===== config.mk =====
export PLATFORM = sky130hd
export DESIGN_NAME = melody_sequencer
export DESIGN_NICKNAME = d
export VERILOG_FILES = /design/src/rtl/melody_pkg.sv /design/src/rtl/melody_rom.sv /design/src/rtl/melody_sequencer.sv
export SDC_FILE = /design/constraint.sdc
export NUM_CORES = 1
export LEC_CHECK = 0
export ABC_AREA = 0
export CORE_ASPECT_RATIO = 0.6
export CORE_MARGIN = 3
export CORE_UTILIZATION = 33
export CTS_CLUSTER_SIZE = 25
export DETAILED_ROUTE_END_ITERATION = 6
export SLEW_MARGIN = 0
export SYNTH_ARGS = -nofsm -noshare
export SYNTH_HDL_FRONTEND = slang
export SYNTH_HIERARCHICAL = 1
export SYNTH_SLANG_ARGS = --single-unit

===== constraint.sdc =====
create_clock -name clk -period 5.5 [get_ports clk]
set_clock_uncertainty 0.05 [all_clocks]
set_input_delay 0.825 -clock clk [delete_from_list [all_inputs] [get_ports clk]]
set_output_delay 0.825 -clock clk [all_outputs]
set_load 0.01 [all_outputs]

===== src/rtl/melody_pkg.sv =====
// Shared types, ROM field layout and note/duration helpers for the melody sequencer.
package melody_pkg;

    typedef enum logic [1:0] {
        ST_IDLE,
        ST_FETCH,
        ST_DECODE,
        ST_HOLD
    } state_t;

    localparam logic [2:0] NOTE_DO   = 3'd0;
    localparam logic [2:0] NOTE_RE   = 3'd1;
    localparam logic [2:0] NOTE_MI   = 3'd2;
    localparam logic [2:0] NOTE_FA   = 3'd3;
    localparam logic [2:0] NOTE_SOL  = 3'd4;
    localparam logic [2:0] NOTE_LA   = 3'd5;
    localparam logic [2:0] NOTE_SI   = 3'd6;
    localparam logic [2:0] NOTE_REST = 3'd7;

    localparam int NOTE_LSB = 0;
    localparam int NOTE_MSB = 2;
    localparam int DUR_LSB  = 3;
    localparam int DUR_MSB  = 4;
    localparam int END_BIT  = 7;

    localparam logic [7:0] SILENT_STROBE = 8'h80;

    // Duration code 00..11 means 1..4 beats.
    function automatic logic [2:0] dur_beats(input logic [1:0] code);
        return {1'b0, code} + 3'd1;
    endfunction

    function automatic logic [7:0] note_onehot(input logic [2:0] note);
        return 8'b0000_0001 << note;
    endfunction

endpackage


===== src/rtl/melody_rom.sv =====
// Song ROM with registered read; contents come from a packed byte-vector parameter
// (entry i occupies bits [8*i+7 : 8*i]).
module melody_rom #(
    parameter int ADDR_W = 5,
    parameter logic [8*(2**ADDR_W)-1:0] SONG = {(2**ADDR_W){8'h80}}
) (
    input  logic              clk,
    input  logic [ADDR_W-1:0] addr,
    output logic [7:0]        data
);

    logic [7:0] rom_mem [2**ADDR_W];
    logic [7:0] data_reg;

    generate
        for (genvar gi = 0; gi < 2**ADDR_W; gi++) begin : g_rom
            assign rom_mem[gi] = SONG[gi*8 +: 8];
        end
    endgenerate

    always_ff @(posedge clk) begin
        data_reg <= rom_mem[addr];
    end

    assign data = data_reg;

endmodule


===== src/rtl/melody_sequencer.sv =====
// Plays a ROM song onto the one-hot pianos strobe bus; manual keys override and abort playback.
module melody_sequencer
    import melody_pkg::*;
#(
    parameter logic [31:0] BEAT_CYC = 32'd12_499_999,
    parameter logic        LOOP     = 1'b0,
    parameter int          ADDR_W   = 5,
    parameter logic [8*(2**ADDR_W)-1:0] SONG = {(2**ADDR_W){8'h80}}
) (
    input  logic              clk,
    input  logic              rst,
    input  logic              start,
    input  logic              stop,
    input  logic [7:0]        key_in,
    output logic [7:0]        pianos,
    output logic              busy,
    output logic              done,
    output logic [ADDR_W-1:0] note_addr
);

    state_t            state_reg, state_next;
    logic [ADDR_W-1:0] addr_reg, addr_next;
    logic              past_end_reg, past_end_next;
    logic [31:0]       beat_cnt_reg, beat_cnt_next;
    logic [2:0]        beat_idx_reg, beat_idx_next;
    logic [2:0]        beats_reg, beats_next;
    logic [2:0]        note_reg, note_next;
    logic [7:0]        pianos_reg, pianos_next;
    logic              done_reg, done_next;

    logic [7:0]        rom_data;
    logic              rom_end;
    logic              beat_wrap;
    logic              rsvd_unused;

    melody_rom #(
        .ADDR_W (ADDR_W),
        .SONG   (SONG)
    ) u_rom (
        .clk  (clk),
        .addr (addr_reg),
        .data (rom_data)
    );

    assign rsvd_unused = ^rom_data[6:5];
    // Running off the top of the ROM is treated exactly like an end marker.
    assign rom_end   = rom_data[END_BIT] | past_end_reg;
    assign beat_wrap = (beat_cnt_reg == BEAT_CYC);

    always_comb begin
        state_next    = state_reg;
        addr_next     = addr_reg;
        past_end_next = past_end_reg;
        beat_cnt_next = beat_cnt_reg;
        beat_idx_next = beat_idx_reg;
        beats_next    = beats_reg;
        note_next     = note_reg;
        pianos_next   = 8'h00;
        done_next     = 1'b0;

        if (key_in != 8'h00) begin
            pianos_next = key_in;
            state_next  = ST_IDLE;
        end else if (stop && state_reg != ST_IDLE) begin
            pianos_next = SILENT_STROBE;
            state_next  = ST_IDLE;
        end else if (start) begin
            state_next    = ST_FETCH;
            addr_next     = '0;
            past_end_next = 1'b0;
            beat_cnt_next = '0;
            beat_idx_next = '0;
        end else begin
            case (state_reg)
                ST_FETCH: state_next = ST_DECODE;
                ST_DECODE: begin
                    if (rom_end) begin
                        if (LOOP) begin
                            addr_next     = '0;
                            past_end_next = 1'b0;
                            state_next    = ST_FETCH;
                        end else begin
                            done_next   = 1'b1;
                            pianos_next = SILENT_STROBE;
                            state_next  = ST_IDLE;
                        end
                    end else begin
                        note_next     = rom_data[NOTE_MSB:NOTE_LSB];
                        beats_next    = dur_beats(rom_data[DUR_MSB:DUR_LSB]);
                        pianos_next   = note_onehot(rom_data[NOTE_MSB:NOTE_LSB]);
                        beat_cnt_next = '0;
                        beat_idx_next = '0;
                        state_next    = ST_HOLD;
                    end
                end
                ST_HOLD: begin
                    if (beat_wrap) begin
                        beat_cnt_next = '0;
                        if (beat_idx_reg == beats_reg - 3'd1) begin
                            {past_end_next, addr_next} = {1'b0, addr_reg} + 1'b1;
                            state_next = ST_FETCH;
                        end else begin
                            beat_idx_next = beat_idx_reg + 3'd1;
                            // Buzzer only rings two beats per strobe; re-strike for long notes.
                            if (beat_idx_reg == 3'd1 && beats_reg >= 3'd3)
                                pianos_next = note_onehot(note_reg);
                        end
                    end else begin
                        beat_cnt_next = beat_cnt_reg + 32'd1;
                    end
                end
                default: ;
            endcase
        end
    end

    always_ff @(posedge clk) begin
        if (rst) begin
            state_reg    <= ST_IDLE;
            addr_reg     <= '0;
            past_end_reg <= 1'b0;
            beat_cnt_reg <= '0;
            beat_idx_reg <= '0;
            beats_reg    <= '0;
            note_reg     <= NOTE_REST;
            pianos_reg   <= 8'h00;
            done_reg     <= 1'b0;
        end else begin
            state_reg    <= state_next;
            addr_reg     <= addr_next;
            past_end_reg <= past_end_next;
            beat_cnt_reg <= beat_cnt_next;
            beat_idx_reg <= beat_idx_next;
            beats_reg    <= beats_next;
            note_reg     <= note_next;
            pianos_reg   <= pianos_next;
            done_reg     <= done_next;
        end
    end

    assign pianos    = pianos_reg;
    assign busy      = (state_reg != ST_IDLE);
    assign done      = done_reg;
    assign note_addr = addr_reg;

endmodule


======== Word level (Yosys, flattened, before mapping) ========
Memory sizes are Yosys's and may differ from the RTL's. A register that Yosys moved wholly into a read port is not among the register bits.
Index checks and enable logic that the tools add are counted.
cells by class
  add/subtract/negate cells ............... 5
  $mul .................................... 0
  divide/modulo/power cells ............... 0
  $lt $le $gt $ge ......................... 1
  eq/ne operators ......................... 12
  shifts and indexed selects .............. 2
  muxes and demuxes ....................... 31
  bitwise gates (word level) .............. 7
  reductions and logical operators ........ 19
operators by type and width
  kind                     count
  $mux W32                 3
  $pmux W32 S2             1
  $mux W8                  7
  $add A32 B1 Y32 const B  1
  $eq A32 B24 Y1 const B   1
  $mux W5                  4
  $pmux W8 S2              1
  $shl A1 B3 Y8 const A    2
  $mux W3                  4
  $ne A3 B3 Y1 const B     4
  $reduce_and A5 Y1        2
  $reduce_bool A2 Y1       4
  $reduce_bool A8 Y1       1
  $add A5 B1 Y6 const B    1
  $mux W1                  6
  $mux W2                  3
  $not A5 Y6               1
  $pmux W2 S3              1
  $pmux W3 S2              1
  $reduce_and A3 Y1        2
  $reduce_and A6 Y1        1
  $reduce_bool A3 Y1       2
  $not A1 Y1               5
  $reduce_or A5 Y1         1
  15 further kinds         18
word-level totals
  register bits ........................... 58
  latch bits .............................. 0
  bits in writable memories ............... 0
  memory bits (read-only) ................. 256
  bits of input ports ..................... 12
  output and inout port bits .............. 15
  logic and storage cells ................. 88
  memories ................................ 1
memories
  name              depth  width  rd ports  clocked after Yosys merged registers in  write ports  RTL line          RTL
  (name not given)  32     8      1         1                                        0            melody_rom.sv:22  data_reg <= rom_mem[addr];

======== Logic depth before layout (Yosys ltp) ========
Gate-level depths: netlist of run 1.
  depth after elaboration ................. 9
  gate-level depth with buffers ........... 9
  gate-level depth less buffers ........... 7

======== Cells and area by module ========
The synthesis of run 1 kept the hierarchy.
by module, submodules not included
  module            times used  cells each  area each (um2)  sequential area each (um2)
  melody_sequencer  1           387         3249.4           1161.1
  melody_rom        1           10          67.6             0.0

======== Worst setup path before layout of run 1 ========
OpenSTA, ideal clock, no wires.
  path type ............................... input to register
  from .................................... in key_in[0]
  to ...................................... reg beat_cnt_reg[29]
  setup time .............................. 67 ps
  arrival time ............................ 2589 ps
  required time ........................... 5383 ps
  path slack .............................. 2794 ps
  stages .................................. 7
  buffers on the path ..................... 2
  cell sequence ........................... nor4_4 -> nand3_1 -> buf_2 -> or3_4 -> buf_6 -> or4_4 -> a21oi_2
between the ends
  word-level cells in the longest chain between the ends .. 3
RTL lines
  element                      RTL line                 RTL
  start: declaration           melody_sequencer.sv:14   input logic [7:0] key_in,
  $reduce_bool A8 Y1           melody_sequencer.sv:61   if (key_in != 8'h00) begin
  $not A1 Y1 (no line)         --
  $reduce_and A4 Y1 (no line)  --
  end signal: assignment       melody_sequencer.sv:132  beat_cnt_reg <= beat_cnt_next;
  end: declaration             melody_sequencer.sv:24   logic [31:0] beat_cnt_reg, beat_cnt_next;
No other way between the ends.
A chain may end at the register's enable or synchronous reset.

======== Final worst setup path of run 1 ========
  from .................................... in key_in[0]
  to ...................................... reg pianos_reg[0] (netlist: pianos[0])
between the ends
  word-level cells in the longest chain between the ends .. 2
RTL lines
  element                 RTL line                 RTL
  $reduce_bool A8 Y1      melody_sequencer.sv:61
  $mux W8 *               melody_sequencer.sv:61
  end signal: assignment  melody_sequencer.sv:136  pianos_reg <= pianos_next;
  end: declaration        melody_sequencer.sv:28   logic [7:0] pianos_reg, pianos_next;
Mark *: on every way between the ends. The rest lies on a longest branch, timed or not.

==> qor.txt, run 1 <==
Worst Tran Pin Value - 1180 ps
Dominant delay contributor by cell family on the critical path - simple AND/OR/NAND/NOR gates
Detailed-route wire length on metal 1 - 4900 um
Half-perimeter wire length after detailed placement - 6520 um
Highest clock frequency the design can meet - 314 MHz
Netlist Area Pre-Place - 0.00330 mm^2
Cell leakage power - 1.24 nW
Data arrival at the endpoint of the critical path - 3390 ps
CTS Hold Bufs - 0
Detail Route Antenna Nets - 0
Design Power - 0.982 mW
Max incr delay on CP - 540 ps
All-Layer GR Usage - 0.168
Via/cell ratio - 5.68
Number of standard cells in the final layout excluding fillers - 551
Final worst path period need - 3190 ps
Startpoint Class - input port
Via count of the first global-routing pass - 2870
Diodes inserted - 0
Setup repair after global routing missed its margin - no
Critical path buffers and inverters - 2
Clock root buffer - sky130_fd_sc_hd__clkbuf_16
Yosys warning total - 6
Total of fill cells in the finished design - 950
Series of cell instances along the critical path - clkdlybuf4s50_1 -> nor4_4 -> nand3_1 -> buf_4 -> nor4_1 -> or3b_2 -> o21ai_0
Placed cell count - 536
Wire per inst - 16.0 um
Core area - 0.00946 mm^2
Cell area power density - 249 mW/mm^2
Fin Setup TNS - 0 ps
Number of clock sinks - 58
Effective utilization at floorplan - 0.349
First-iteration detailed-routing DRC count - 305
Number of setup buffers added after CTS - 0
Clock latency reported for the late side of the worst-skew pair - 330 ps
Clock buffers created by TritonCTS - 9
Post-cts sizing count - 0
Full die area - 0.0113 mm^2
CP max-delay cell - sky130_fd_sc_hd__nor4_1
Kind of end point of the critical path - flop
Post-synthesis instance total - 395
Maximum Capacitance Violations - 0
Placement Rows - 27
Total non-filler cell area in the finished layout - 0.00394 mm^2
Top metal layer carrying routed signals - met4
Area Growth Syn to Fin - 19.2%
R2R setup slack - 2780 ps
Hold/Removal Path Class - flop to flop
Data required, critical path - 5700 ps
Clock transition at the registers of the reported paths - 50 ps
Fin nets - 440
CTS tree - done
Die X - 135 um
Maximum count of clock buffers along a single path - 2
Run status - finished clean
Weighted congestion at the end of routability-driven global placement - 0.881
IO buf count - 26
Placement-stage cell area - 0.00367 mm^2
Final routed DRC violation total - 0
Level count of the clock H-tree - 3
Total routed wirelength - 8840 um
Final setup fails - 0
Fraction of layout instances using a drive strength above 1 - 0.0641
Drt pass-1 iters - 6
Average footprint of a synthesized cell - 8.36 um^2
Metal3 WL - 627 um
Number of max-slew violations in the final report - 0
Overflow left after global routing - 0
Slew Limit Headroom - 0.210
Maximum number of pins on one net before global-route repair - 33
Antenna violations before repair - 0
Count of final hold-check violations - 0
Flip-flop count of the largest register after layout - 32
Number of placed I/O pins - 27
Share of the cycle needed by the critical path after routing - 0.579
Maximum resistive drop on vdd - 0.137 mV
Path type of the worst setup path - input port to flop
Wire length of the first global-routing pass - 15100 um
Vias post-DR - 3130
Peak fanout along the critical path - 28
Die Span Y - 83.5 um
Met2 wirelength from detailed routing - 3190 um
[layout by cell type, fill, tap and decap left out, drive strengths merged, types with 12 or more instances in the layout]
cell type,n
clkbuf,12
o21ai,21
xnor2,20
nor3,13
inv,13
nand2,26
clkdlybuf4s50,26
dfxtp,58
nor4,25
nor2,33
a21oi,17
nand3,20
nand4,19
[metal layers]
metal	up-vias	track usage
li1	1527	-
met3	9	0.0506
met4	0	0.0576
met2	127	0.204
met5	-	0
met1	1467	0.269
[worst paths after layout]
path | from | to | cells past startpoint
max | key_in[0] | pianos[0] | 7
min reg2reg | beats_reg[1] | beats_reg[1] | 2
max reg2reg | state_reg[1] | beat_cnt_reg[28] | 6
min | beats_reg[1] | beats_reg[1] | 2
[cell type report]
| type | instances | area, um^2 | share of cell area |
|---|---|---|---|
| multi-input combinational | 305 | 2010 | 0.510 |
| sequential | 58 | 1160 | 0.295 |
| inverter | 14 | 52.6 | 0.0133 |
| timing repair buffer | 29 | 283 | 0.0718 |
| clock inverter | 3 | 15.0 | 0.00381 |
| tap | 130 | 163 | 0.0413 |
| clock buffer | 12 | 256 | 0.0651 |
[worst min-delay path, cell delays in order, from the launching register on]
cell and delay [ps]:
sky130_fd_sc_hd__dfxtp_1 330, sky130_fd_sc_hd__o21ai_0 80, sky130_fd_sc_hd__a21oi_1 60
[power by group]
| part | switching (mW) | internal (mW) | total (mW) |
|---|---|---|---|
| sequential | 0.000826 | 0.424 | 0.425 |
| combinational | 0.0272 | 0.0187 | 0.0458 |
| clock | 0.188 | 0.324 | 0.511 |
[through the flow]
step | hold slack [ps] | setup WS [ps] | utilization
4_1_cts | 474 | 2330 | 0.416
6_report | 476 | 2310 | 0.416
2_1_floorplan | 415 | 2790 | -
3_3_place_gp | 451 | 2030 | 0.388
5_1_grt | 489 | 2100 | 0.416
3_5_place_dp | 463 | 2000 | 0.388
No activity file was read; power rests on OpenSTA's default activity.
==> run 2: changes to the inputs <==
clock period = 2.7 ns   (was 5.5 ns; I/O delays follow)
==> run 2 against run 1 <==
Sequential share of layout area shrank 1.7 points. Register-to-register slack lost 2500 ps. Total power grew 120%. Critical endpoint is now beat_cnt_reg[27]. Via count grew 1.9%. Worst hold slack gained 1.8 ps. Global-route usage grew 0.55 points. Sequential cell count is the same. Clock power grew 130%. Count of clock-buffer cells in the layout grew 1. Critical path depth is the same.
==> qor.txt, run 2 (same netlist as run 1, synthesis figures left out) <==
Via/cell ratio - 5.53 (-2.6%)
Most frequent cells in the layout - sky130_fd_sc_hd__dfxtp_1, sky130_fd_sc_hd__nor2_1, sky130_fd_sc_hd__buf_4
Number of setup buffers added after CTS - 0 (unchanged)
Fin nets - 465 (+5.7%)
Peak fanout along the critical path - 12 (-57%)
Placement-stage cell area - 0.00387 mm^2 (+5.5%)
Level count of the clock H-tree - 3 (unchanged)
Weighted congestion at the end of routability-driven global placement - 0.924 (+4.9%)
Clock buffers created by TritonCTS - 9 (unchanged)
Total routed wirelength - 9310 um (+5.4%)
Switching fraction of total power - 0.207 (-0.0126)
Data arrival at the endpoint of the critical path - 2650 ps (-740 ps)
Worst hold path cell count - 2 (unchanged)
Number of max-slew violations in the final report - 0 (unchanged)
IO buf count - 26 (unchanged)
Final routed DRC violation total - 0 (unchanged)
Kind of end point of the critical path - flop
Run status - finished clean
Die X - 135 um (unchanged)
Setup repair after global routing missed its margin - no
Cell area power density - 511 mW/mm^2 (+110%)
Maximum Capacitance Violations - 0 (unchanged)
Area Growth Syn to Fin - 26.3%
Startpoint Class - input port
All-Layer GR Usage - 0.174 (+0.00555)
Path type of the worst setup path - input port to flop
Fraction of power consumed by the clock network - 0.545 (+0.024)
Fraction of layout instances using a drive strength above 1 - 0.117 (+0.0525)
Die Span Y - 83.5 um (unchanged)
Cell-internal power - 1.69 mW (+120%)
Share of the cycle needed by the critical path after routing - 0.901
Core area - 0.00946 mm^2 (unchanged)
Number of cells on the worst reg-to-reg path - 8 (+2)
Fin Setup TNS - 0 ps (unchanged)
Half-perimeter wire length after detailed placement - 7100 um (+8.9%)
Slew Limit Headroom - 0.464 (+0.253)
Full die area - 0.0113 mm^2 (unchanged)
Number of clock sinks - 58 (unchanged)
Diodes inserted - 0 (unchanged)
Highest clock frequency the design can meet - 411 MHz
Drt pass-1 iters - 5 (-1)
Maximum count of clock buffers along a single path - 2 (unchanged)
Effective utilization at floorplan - 0.349 (unchanged)
Net switching power figure - 0.441 mW (+100%)
Vias post-DR - 3188 (+1.9%)
Sequential group share of total power - 0.406 (-0.027)
Post-cts sizing count - 0 (unchanged)
Post-layout util - 0.441 (+0.0247)
Worst Tran Pin Value - 802 ps (-376 ps)
Combinational group share of total power - 0.050 (+0.003)
Cell leakage power - 1.38 nW (+11%)
Maximum number of pins on one net before global-route repair - 33 (unchanged)
Data required, critical path - 2910 ps (-2790 ps)
Final worst path period need - 2430 ps
Count of final hold-check violations - 0 (unchanged)
Hold/Removal Path Class - flop to flop
CTS Hold Bufs - 0 (unchanged)
Final Hold Slack - 477 ps (+1.84 ps)
Number of placed I/O pins - 27 (unchanged)
Wire per inst - 16.2 um (+0.78%)
Total non-filler cell area in the finished layout - 0.00417 mm^2 (+5.9%)
Flip-flop count of the largest register after layout - 32 (unchanged)
Overflow left after global routing - 0 (unchanged)
Placement Rows - 27 (unchanged)
Leading cell type in the layout, fill and taps excluded - sky130_fd_sc_hd__dfxtp_1
Detail Route Antenna Nets - 0 (unchanged)
Design Power - 2.13 mW (+120%)
Wire length of the first global-routing pass - 15600 um (+3.7%)
Via count of the first global-routing pass - 3039 (+5.9%)
Final setup fails - 0 (unchanged)
Clock transition at the registers of the reported paths - 50 ps (about the same)
Clock latency reported for the late side of the worst-skew pair - 330 ps (about the same)
Antenna violations before repair - 0 (unchanged)
First-iteration detailed-routing DRC count - 292 (-4.3%)
CTS tree - done
Clock root buffer - sky130_fd_sc_hd__clkbuf_16
Maximum resistive drop on vdd - 0.356 mV (+160%)
-- run 2: final cells by class --
class                      count  area [um^2]
fill                         924         5290
multi-input combinational    305         2010
sequential                    58         1160
timing repair buffer          54          483
clock buffer                  13          270
tap                          130          163
inverter                      14         52.6
clock inverter                 2         35.0
-- run 2: path summary, 6_finish.rpt --
path	to	start	slack, ps
hold / removal	beat_idx_reg[1]	beat_idx_reg[1]	480
hold reg to reg	beat_idx_reg[1]	beat_idx_reg[1]	480
setup / recovery	beat_cnt_reg[27]	key_in[4]	270
setup reg to reg	beat_cnt_reg[27]	state_reg[0]	280
-- run 2: critical path, cell delays in order --
cell and delay (ps):
sky130_fd_sc_hd__clkdlybuf4s50_1 460, sky130_fd_sc_hd__nor4_4 320, sky130_fd_sc_hd__nand3_1 140, sky130_fd_sc_hd__buf_4 200
sky130_fd_sc_hd__or3_4 440, sky130_fd_sc_hd__or4_1 520, sky130_fd_sc_hd__a21oi_1 160
-- run 2: power by group through the flow --
stage          clock network, mW  registers (mW)  logic [mW]
6_report                    1.16           0.865       0.106
5_1_grt                     1.22           0.865       0.114
4_1_cts                     1.17           0.865       0.102
3_5_place_dp                   0           0.883       0.101
3_3_place_gp                   0           0.883       0.102
2_1_floorplan                  0           0.886      0.0469
-- run 2: per-layer routing --
layer	share of wire	wire, um	GRT usage	vias to the layer above
met2	0.36	3390	0.218	129
met1	0.54	5010	0.272	1473
met3	0.085	790	0.0524	12
met5	0	0	0	-
met4	0.013	121	0.0558	0
li1	-	-	-	1574
-- run 2: stage by stage --
stage,setup slack (ps),instances
detailed placement,-46.9,561
finish,269,576
floorplan,379,399
global placement,-38.1,561
global route,82.5,576
CTS,273,576
